$ cat config.mk
export PLATFORM = sky130hd
export DESIGN_NAME = fpalu_result_scoreboard
export DESIGN_NICKNAME = d
export VERILOG_FILES = /design/src/rtl/fpalu_pkg.sv /design/src/rtl/fpalu_exp_fifo.sv /design/src/rtl/fpalu_result_scoreboard.sv
export SDC_FILE = /design/constraint.sdc
export NUM_CORES = 1
export LEC_CHECK = 0
export ABC_AREA = 1
export BUFFER_PORTS_ARGS = -buffer_cell sky130_fd_sc_hd__buf_2
export CAP_MARGIN = 15
export CELL_PAD_IN_SITES_DETAIL_PLACEMENT = 1
export CELL_PAD_IN_SITES_GLOBAL_PLACEMENT = 2
export CORE_UTILIZATION = 41
export CTS_CLUSTER_SIZE = 20
export DETAILED_ROUTE_END_ITERATION = 10
export PLACE_DENSITY = 0.95
export SYNTH_ARGS = -nofsm -noshare
export SYNTH_HDL_FRONTEND = slang
export SYNTH_SLANG_ARGS = --single-unit
$ cat constraint.sdc
create_clock -name clk -period 6.95 [get_ports clk]
set_input_delay 1.0425 -clock clk [delete_from_list [all_inputs] [get_ports clk]]
set_output_delay 1.0425 -clock clk [all_outputs]
set_load 0.01 [all_outputs]
$ cat src/rtl/fpalu_pkg.sv
// Shared types for the FP ALU result scoreboard: FSM states, the queued expected-result entry and op encodings.
// The entry match helper is the single definition of pass/fail used by the comparator.
package fpalu_pkg;

    localparam int FP_W  = 32;
    localparam int IDX_W = 16;

    localparam logic OP_ADD = 1'b0;
    localparam logic OP_MUL = 1'b1;

    typedef enum logic [1:0] {
        IDLE  = 2'd0,
        RUN   = 2'd1,
        DRAIN = 2'd2,
        DONE  = 2'd3
    } state_e;

    typedef struct packed {
        logic [FP_W-1:0]  r;
        logic             ex;
        logic             op;
        logic [IDX_W-1:0] idx;
    } exp_entry_t;

    localparam int ENTRY_W = $bits(exp_entry_t);

    // A raised exception can make the result word meaningless, so mask_r lets it be ignored.
    function automatic logic entry_match(input exp_entry_t e, input logic [FP_W-1:0] r,
                                         input logic ex, input logic mask_r);
        return (ex == e.ex) && ((r == e.r) || (mask_r && e.ex));
    endfunction

endpackage

$ cat src/rtl/fpalu_exp_fifo.sv
// Synchronous FIFO of expected-result entries; read data is the combinational head, write/read take effect next cycle.
// No internal backpressure: a push while full and a pop while empty are dropped, the caller watches full/empty.
module fpalu_exp_fifo #(
    parameter int DEPTH = 8,
    parameter int W     = 32
) (
    input  logic                     clk,
    input  logic                     reset,
    input  logic                     push_i,
    input  logic [W-1:0]             wdata_i,
    input  logic                     pop_i,
    output logic [W-1:0]             rdata_o,
    output logic                     full_o,
    output logic                     empty_o,
    output logic [$clog2(DEPTH):0]   count_o
);

    localparam int AW = $clog2(DEPTH);

    logic [AW:0]  wr_ptr_q, wr_ptr_d;
    logic [AW:0]  rd_ptr_q, rd_ptr_d;
    logic [W-1:0] mem_q [DEPTH];
    logic         do_push;
    logic         do_pop;

    // The extra pointer bit separates full from empty when the low bits coincide.
    assign empty_o = (wr_ptr_q == rd_ptr_q);
    assign full_o  = (wr_ptr_q[AW] != rd_ptr_q[AW]) && (wr_ptr_q[AW-1:0] == rd_ptr_q[AW-1:0]);
    assign count_o = wr_ptr_q - rd_ptr_q;
    assign rdata_o = mem_q[rd_ptr_q[AW-1:0]];

    always_comb begin
        do_push  = push_i && !full_o;
        do_pop   = pop_i && !empty_o;
        wr_ptr_d = wr_ptr_q + {{AW{1'b0}}, do_push};
        rd_ptr_d = rd_ptr_q + {{AW{1'b0}}, do_pop};
    end

    always_ff @(posedge clk) begin
        if (reset) begin
            wr_ptr_q <= '0;
            rd_ptr_q <= '0;
        end else begin
            wr_ptr_q <= wr_ptr_d;
            rd_ptr_q <= rd_ptr_d;
        end
    end

    always_ff @(posedge clk) begin
        if (do_push) begin
            mem_q[wr_ptr_q[AW-1:0]] <= wdata_i;
        end
    end

endmodule

$ cat src/rtl/fpalu_result_scoreboard.sv
// Aligns reference-model results captured at issue with FP ALU outputs LATENCY cycles later, counts pass/fail, latches first failure.
// Stats update one cycle after the compare; never stalls the ALU, a full FIFO drops the issue and sets overflow.
module fpalu_result_scoreboard
    import fpalu_pkg::*;
#(
    parameter int LATENCY   = 3,
    parameter int DEPTH     = 8,
    parameter int CNT_W     = 16,
    parameter int EX_MASK_R = 1
) (
    input  logic              clk,
    input  logic              reset,
    input  logic              start,
    input  logic              issue_valid,
    input  logic              issue_op,
    input  logic [FP_W-1:0]   exp_r,
    input  logic              exp_ex,
    input  logic [FP_W-1:0]   act_r,
    input  logic              act_ex,
    input  logic              end_of_run,
    output logic              busy,
    output logic              done,
    output logic [CNT_W-1:0]  pass_count,
    output logic [CNT_W-1:0]  fail_count,
    output logic              first_fail_valid,
    output logic [CNT_W-1:0]  first_fail_index,
    output logic              first_fail_op,
    output logic [FP_W-1:0]   first_fail_act_r,
    output logic [FP_W-1:0]   first_fail_exp_r,
    output logic              overflow,
    output logic              protocol_err
);

    state_e                state_q;
    logic                  busy_q;
    logic                  done_q;
    logic [LATENCY-1:0]    sr_q, sr_d;
    logic [CNT_W-1:0]      idx_q;
    logic [CNT_W-1:0]      pass_q;
    logic [CNT_W-1:0]      fail_q;
    logic                  ff_vld_q;
    logic [CNT_W-1:0]      ff_idx_q;
    logic                  ff_op_q;
    logic [FP_W-1:0]       ff_act_r_q;
    logic [FP_W-1:0]       ff_exp_r_q;
    logic                  overflow_q;
    logic                  proto_q;

    logic                  in_run;
    logic                  issue_acc;
    logic                  cmp_vld;
    logic                  cmp_match;
    exp_entry_t            entry_in;
    exp_entry_t            head;
    logic [ENTRY_W-1:0]    fifo_rdata;
    logic                  fifo_full;
    logic                  fifo_empty;
    logic                  fifo_pop;
    logic [$clog2(DEPTH):0] fifo_count;

    always_comb begin
        in_run    = (state_q == RUN);
        issue_acc = in_run && issue_valid && !fifo_full;
        cmp_vld   = sr_q[LATENCY-1];
        fifo_pop  = cmp_vld && !fifo_empty;
        head      = exp_entry_t'(fifo_rdata);
        cmp_match = entry_match(head, act_r, act_ex, EX_MASK_R != 0);
        // The valid bit only enters with an accepted push, so a popped head always belongs to this compare.
        sr_d      = LATENCY'({sr_q, issue_acc});
        entry_in  = '{r: exp_r, ex: exp_ex, op: issue_op, idx: IDX_W'(idx_q)};
    end

    fpalu_exp_fifo #(
        .DEPTH (DEPTH),
        .W     (ENTRY_W)
    ) u_fifo (
        .clk     (clk),
        .reset   (reset),
        .push_i  (issue_acc),
        .wdata_i (entry_in),
        .pop_i   (fifo_pop),
        .rdata_o (fifo_rdata),
        .full_o  (fifo_full),
        .empty_o (fifo_empty),
        .count_o (fifo_count)
    );

    always_ff @(posedge clk) begin
        if (reset) begin
            state_q    <= IDLE;
            busy_q     <= 1'b0;
            done_q     <= 1'b0;
            sr_q       <= '0;
            idx_q      <= '0;
            pass_q     <= '0;
            fail_q     <= '0;
            ff_vld_q   <= 1'b0;
            ff_idx_q   <= '0;
            ff_op_q    <= 1'b0;
            ff_act_r_q <= '0;
            ff_exp_r_q <= '0;
            overflow_q <= 1'b0;
            proto_q    <= 1'b0;
        end else begin
            sr_q <= sr_d;

            if (issue_acc) begin
                idx_q <= idx_q + 1'b1;
            end
            if (in_run && issue_valid && fifo_full) begin
                overflow_q <= 1'b1;
            end

            if (cmp_vld) begin
                if (cmp_match) begin
                    if (pass_q != '1) pass_q <= pass_q + 1'b1;
                end else begin
                    if (fail_q != '1) fail_q <= fail_q + 1'b1;
                    if (!ff_vld_q) begin
                        ff_vld_q   <= 1'b1;
                        ff_idx_q   <= CNT_W'(head.idx);
                        ff_op_q    <= head.op;
                        ff_act_r_q <= act_r;
                        ff_exp_r_q <= head.r;
                    end
                end
            end

            case (state_q)
                IDLE, DONE: begin
                    if (start) begin
                        state_q    <= RUN;
                        busy_q     <= 1'b1;
                        done_q     <= 1'b0;
                        idx_q      <= '0;
                        pass_q     <= '0;
                        fail_q     <= '0;
                        ff_vld_q   <= 1'b0;
                        ff_idx_q   <= '0;
                        ff_op_q    <= 1'b0;
                        ff_act_r_q <= '0;
                        ff_exp_r_q <= '0;
                        overflow_q <= 1'b0;
                        proto_q    <= 1'b0;
                    end
                end
                RUN: begin
                    if (end_of_run) begin
                        state_q <= DRAIN;
                    end
                end
                DRAIN: begin
                    if ((sr_q == '0) && (fifo_count == '0)) begin
                        state_q <= DONE;
                        busy_q  <= 1'b0;
                        done_q  <= 1'b1;
                    end
                end
                default: begin
                    state_q <= IDLE;
                    busy_q  <= 1'b0;
                    done_q  <= 1'b0;
                end
            endcase

            // Placed after the start clear so an illegal issue in the start cycle is still recorded.
            if (issue_valid && !in_run) begin
                proto_q <= 1'b1;
            end
        end
    end

    assign busy             = busy_q;
    assign done             = done_q;
    assign pass_count       = pass_q;
    assign fail_count       = fail_q;
    assign first_fail_valid = ff_vld_q;
    assign first_fail_index = ff_idx_q;
    assign first_fail_op    = ff_op_q;
    assign first_fail_act_r = ff_act_r_q;
    assign first_fail_exp_r = ff_exp_r_q;
    assign overflow         = overflow_q;
    assign protocol_err     = proto_q;

endmodule

### Yosys cells after proc, flatten, opt, wreduce, memory -nomap -nowiden

Memories as Yosys holds them, arrays and structs flattened. A register that Yosys moved wholly into a read port is not among the register bits.
Cells that the tools add are included.

* output and inout port bits: 118
* logic and storage cells: 115
* memories kept: 1
* RAM bits: 400
* register bits: 147

* muxes and demuxes: 55
* reduce and logical (&&, ||, !) cells: 24
* equal/unequal tests: 13
* add/subtract/negate cells: 6

Memories
* u_fifo.mem_q: words 8, bits a word 50, read ports 1, clocked after memory_dff 1, wr ports 1, line fpalu_exp_fifo.sv:22 `logic [W-1:0] mem_q [DEPTH];`

Operators by type and width (number)
* 32-bit 2-to-1 mux: 10
* 16-bit 2-to-1 mux: 18
* 16-bit by 1-bit adder with 16-bit output (second input constant): 3
* 32-bit equality test: 1
* 16-bit != test (second input constant): 2
* 1-bit 2-to-1 mux: 20
* 1-bit logical AND: 10
* 4-bit by 1-bit adder with 4-bit output: 2
* 2-bit 2-to-1 mux: 3
* 2-bit != test (second input constant): 3
* 2-bit case mux with 3 select lines: 1
* 3-bit AND reduction: 2
* 2-bit nonzero test: 3
* 2-bit equality test (second input constant): 2
* 4-bit equality test: 1
* 4-bit zero test: 1
* 1-bit case mux with 2 select lines: 2
* 4-bit subtractor: 1
* 3-bit equality test: 1
* 1-bit zero test: 3
* 3-bit zero test: 1
* 3-bit 2-to-1 mux: 1
* 2-bit by 1-bit equality test with 1-bit output (second input constant): 1
* 2-bit zero test: 1
* other kinds (5): 5

### Logic depth before layout (Yosys ltp)

* depth after elaboration: 7
* mapped depth: 22
* gate-level depth less buffers: 19

### Modules after synthesis

A second synthesis with hierarchy kept.

* cell total of the unflattened synthesis: 2948
* area, all modules: 25137.9 µm²

By module, submodules not included
* fpalu_exp_fifo: cells each 1810, area each 18171.2 µm², times used 1, seq. area each 12171.7 µm²
* fpalu_result_scoreboard: cells each 1138, area each 6966.7 µm², times used 1, seq. area each 2782.7 µm²

### Least setup slack after synthesis

OpenSTA, ideal clock, no wires.

* kind: register to register
* start point: register u_fifo.rd_ptr_q[1]
* end point: memory u_fifo.mem_q[0][0] (netlist bit), enable pin
* stages on the path, launching flop included: 13
* data arrival time: 4.239 ns
* required time: 6.492 ns
* setup slack: 2.253 ns
* cells stage by stage: dfxtp_1 > buf_2 > inv_2 > buf_2 > buf_2 > clkbuf_1 > ha_1 > nand2_1 > nor2_1 > a21oi_1 > clkbuf_1 > nand2_1 > nor2_1

* word-level cells in the longest chain between the ends: 7

Ends and longest elaborated chain
* start: declaration: line fpalu_exp_fifo.sv:21 `logic [AW:0] rd_ptr_q, rd_ptr_d;`
* start signal: assignment: line fpalu_exp_fifo.sv:45 `rd_ptr_q <= rd_ptr_d;`
* 3-bit equality test: line fpalu_exp_fifo.sv:28 `assign full_o = (wr_ptr_q[AW] != rd_ptr_q[AW]) && (wr_ptr_q[AW-1:0] == rd_ptr_q[AW-1:0]);`
* 1-bit logical AND: line fpalu_exp_fifo.sv:28
* 1-bit zero test: line fpalu_result_scoreboard.sv:63 `issue_acc = in_run && issue_valid && !fifo_full;`
* 1-bit logical AND: line fpalu_result_scoreboard.sv:63
* named net issue_acc: line fpalu_result_scoreboard.sv:50 `logic issue_acc;`
* 1-bit logical AND: line fpalu_exp_fifo.sv:33 `do_push = push_i && !full_o;`
* 1-bit 2-to-1 mux: line fpalu_exp_fifo.sv:50 `if (do_push) begin`
* 1-bit 2-to-1 mux (not written as such): line fpalu_exp_fifo.sv:51 `mem_q[wr_ptr_q[AW-1:0]] <= wdata_i;`
* end: declaration: line fpalu_exp_fifo.sv:22

The timed path passes the listed nets, and every way through them passes these cells.

==> results.toml <==
[global_route]
grt_max_degree = 110
antenna_found_initial = 4
grt_use_total = 0.258
grt_pass1_vias = 20200
grt_pass1_wl_mm = 117
grt_overflow = 0

[yosys]
synth_cell_types = 34
synth_top_area_frac = 0.501
syn-instance-count = 2618
synth-edff-count = 400
ys.flop_type = "edfxtp_1"
synth_fp_nets = 2704
avgSynthCellArea_um2 = 9.15
ys_warn_count = 0
synth_top_area_cell = "edfxtp_1"
async_flop_share = 0
synth.area.top_cells = "edfxtp_1, dfxtp_1, nand2_1"
yosysSeqAreaShare = 0.624
netlist_area_um2 = 24000
synth_seq_cells = 547

[worst_setup_path]
slowest_stage = "nand2_1"
cp-start-kind = "flip-flop"
max_stage_delay_ns = 0.78
cp_data_required_time_ns = 7.49
crit_buf_inv = 2
cp.arrival_ns = 5.74
cp_max_fo = 72
path_delay_family = "simple AND/OR/NAND/NOR gates"
crit_path_cell_trace = "buf_4 -> buf_4 -> nand2_1 -> nand3_1 -> nand3_1 -> nand3b_1 -> nand4_1 -> nor3_1 -> nand3_1 -> nand2_1 -> nand3_1 -> nand2_1 -> nand2_1 -> nor2_1"
cp-end-kind = "flip-flop"
worstSetupPathType = "flip-flop to flip-flop"

[timing]
period_share = 0.748
slew_headroom = 0.254
grt_setup_unrepaired = "no"
fin_crit_ns = 5.20
hold_violations = 0
finalSetupViolCount = 0
fin_skew_ns = 0.0214
tns_ns = 0
drv_slew = 0
whs_ns = 0.417
worst-slew-pin-transition_ns = 1.12
fmax_ghz = 0.192

[die]
fp.dieW_um = 244
die_area_um2 = 59400
start_util = 0.415
rows = 88
die_h_um = 244
core_area_um2 = 57700
pin_count = 190

[pwr]
power_frac_comb = 0.086
p_sw_frac = 0.245
ir_drop_mv = 0.190
p_sw_w = 0.00184
power_density_nw_per_um2 = 272
leakage_nw = 11.8
seqPwrFrac = 0.484
power_w = 0.00750
p_clk_frac = 0.430
p_int_w = 0.00566

[detailed_routing]
drt_iter0_drc = 1461
met1Wirelength_mm = 31.3
routed_wl_mm = 76.8
drc_errors = 0
met3WireLength_mm = 5.61
wl_per_cell_um = 21.4
via_per_inst = 5.34
drt_pre_antenna_iters = 5
vias = 19200
wl_met2_mm = 37.1
detail-route-antenna-nets = 0
maxUsedRoutingLayer = "met4"

[clocking]
htree_levels = 2
hold_buffers = 0
clk_latency_ns = 0.63
cts_tree = "built"
clk_pin_slew_ns = 0.06
clock_path_buffers = 3
cts_setup_buffers = 0
cts-buffers-inserted = 58
cts_sinks = 547
ctsResizeCount = 0
clockRootBuffer = "clkbuf_16"

[layout]
fill_cells = 6606
multi_input_area_um2 = 7090
seq_area_um2 = 15000
stdcell_area_um2 = 27600
drive_above_1_share = 0.118
nets = 2857
synthToLayoutAreaGrowth_pct = 15.2

[placed_design]
io_buffers = 189
place_hpwl_mm = 50.8
gp_congestion = 0.881
placed_cell_area_um2 = 25600

[min_path]
hold_class = "flip-flop to flip-flop"

[run]
drv_cap = 0

[outcome]
status = "completed"
-- through the flow --
stage,util,setup slack (ns),cells
2_1_floorplan,-,2.25,2618
3_3_place_gp,0.443,1.98,3474
3_5_place_dp,0.443,1.88,3475
4_1_cts,0.478,1.84,3584
5_1_grt,0.478,1.38,3586
6_report,0.478,1.75,3589
-- sequential cells by signal, indices dropped and copies added, names as in the netlist, 4 cells and up --
name and count:
first_fail_index 16, pass_count 16, first_fail_act_r 32, first_fail_exp_r 32
idx_q 16, fail_count 16, u_fifo.rd_ptr_q 4, u_fifo.wr_ptr_q 4
u_fifo.mem_q 400
-- cell families (layout without fill, tap and decap cells) --
family                     count (synthesis)  after routing  synth area share
buffers and inverters                    488            690            0.0833
DFF                                      547            547             0.624
xor gates and xnor gates                  12             12           0.00439
AOI/OAI and AO/OA                        189            189            0.0437
adders and majority gates                 14             14           0.00762
and+or+nand+nor                         1368           1368             0.237
other                                      0              4                 0
-- synth_stat cells (all sizes together) (4+ instances only) --
master,n
a21oi,23
buf,73
clkbuf,54
dfxtp,147
edfxtp,400
ha,13
inv,360
nand2,664
nand3,189
nand3b,23
nand4,69
nor2,398
nor3,13
nor4,7
o21ai,125
o221ai,16
o22ai,17
or2,4
xor2,9
-- routing by layer --
| layer | global-route usage | vias to the layer above |
|---|---|---|
| met5 | 0 | - |
| met4 | 0.110 | 0 |
| met3 | 0.0479 | 150 |
| met2 | 0.438 | 661 |
| met1 | 0.320 | 9525 |
| li1 | - | 8817 |
-- worst min-delay path: cells and delay by family, from the launching register on --
family,cells,cell delay [ns]
flops,1,0.31
buf+inv,1,0.05
simple gates,1,0.03
-- path summary, 6_finish.rpt --
path,to,slack [ns],start,cells after the start
setup / recovery,pass_count[1],1.75,u_fifo.rd_ptr_q[0],14
hold / removal,sr_q[2],0.42,sr_q[1],2
setup reg to reg,pass_count[1],1.75,u_fifo.rd_ptr_q[0],14
hold reg to reg,sr_q[2],0.42,sr_q[1],2
-- power by group through the flow --
stage | registers, W | clock network, W | logic (W)
after CTS | 0.00363 | 0.00328 | 0.000643
final | 0.00363 | 0.00323 | 0.000646
after global routing | 0.00363 | 0.00339 | 0.000706
after detailed placement | 0.00370 | 0 | 0.000634
after global placement | 0.00369 | 0 | 0.000609
after floorplan | 0.00369 | 0 | 0.000352
-- placed cells by master, fill, tap and decap left out, types with 2 or more instances in the layout --
master and n:
nand2_1 664, edfxtp_1 400, nor2_1 389, inv_1 356
nand3_1 189, buf_2 189, dfxtp_1 144, o21ai_0 116
nand4_1 69, clkbuf_16 63, buf_4 28, nand3b_1 23
a21oi_1 22, o22ai_1 17, o221ai_1 16, nor3_1 13
ha_1 13, clkbuf_1 13, xor2_1 9, nor2_4 9
o21ai_1 9, clkinv_2 9, nor4_1 7, clkinv_1 6
bufinv_16 6, diode_2 4, or2_2 4, clkbuf_8 4
clkinv_4 4, inv_2 3, o21a_1 3, xnor2_1 3
a211oi_1 2, clkbuf_2 2, clkinvlp_4 2, buf_12 2
dfxtp_4 2
-- final cells by class --
cell class                      instances  area share
Multi-Input combinational cell       1583       0.257
Sequential cell                       547       0.542
Inverter                              361      0.0492
Clock buffer                           82      0.0613
Antenna cell                            4    0.000363
Timing Repair Buffer                  220      0.0443
Clock inverter                         27      0.0110
Tap cell                              765      0.0347
No activity file was read; power rests on OpenSTA's default activity.
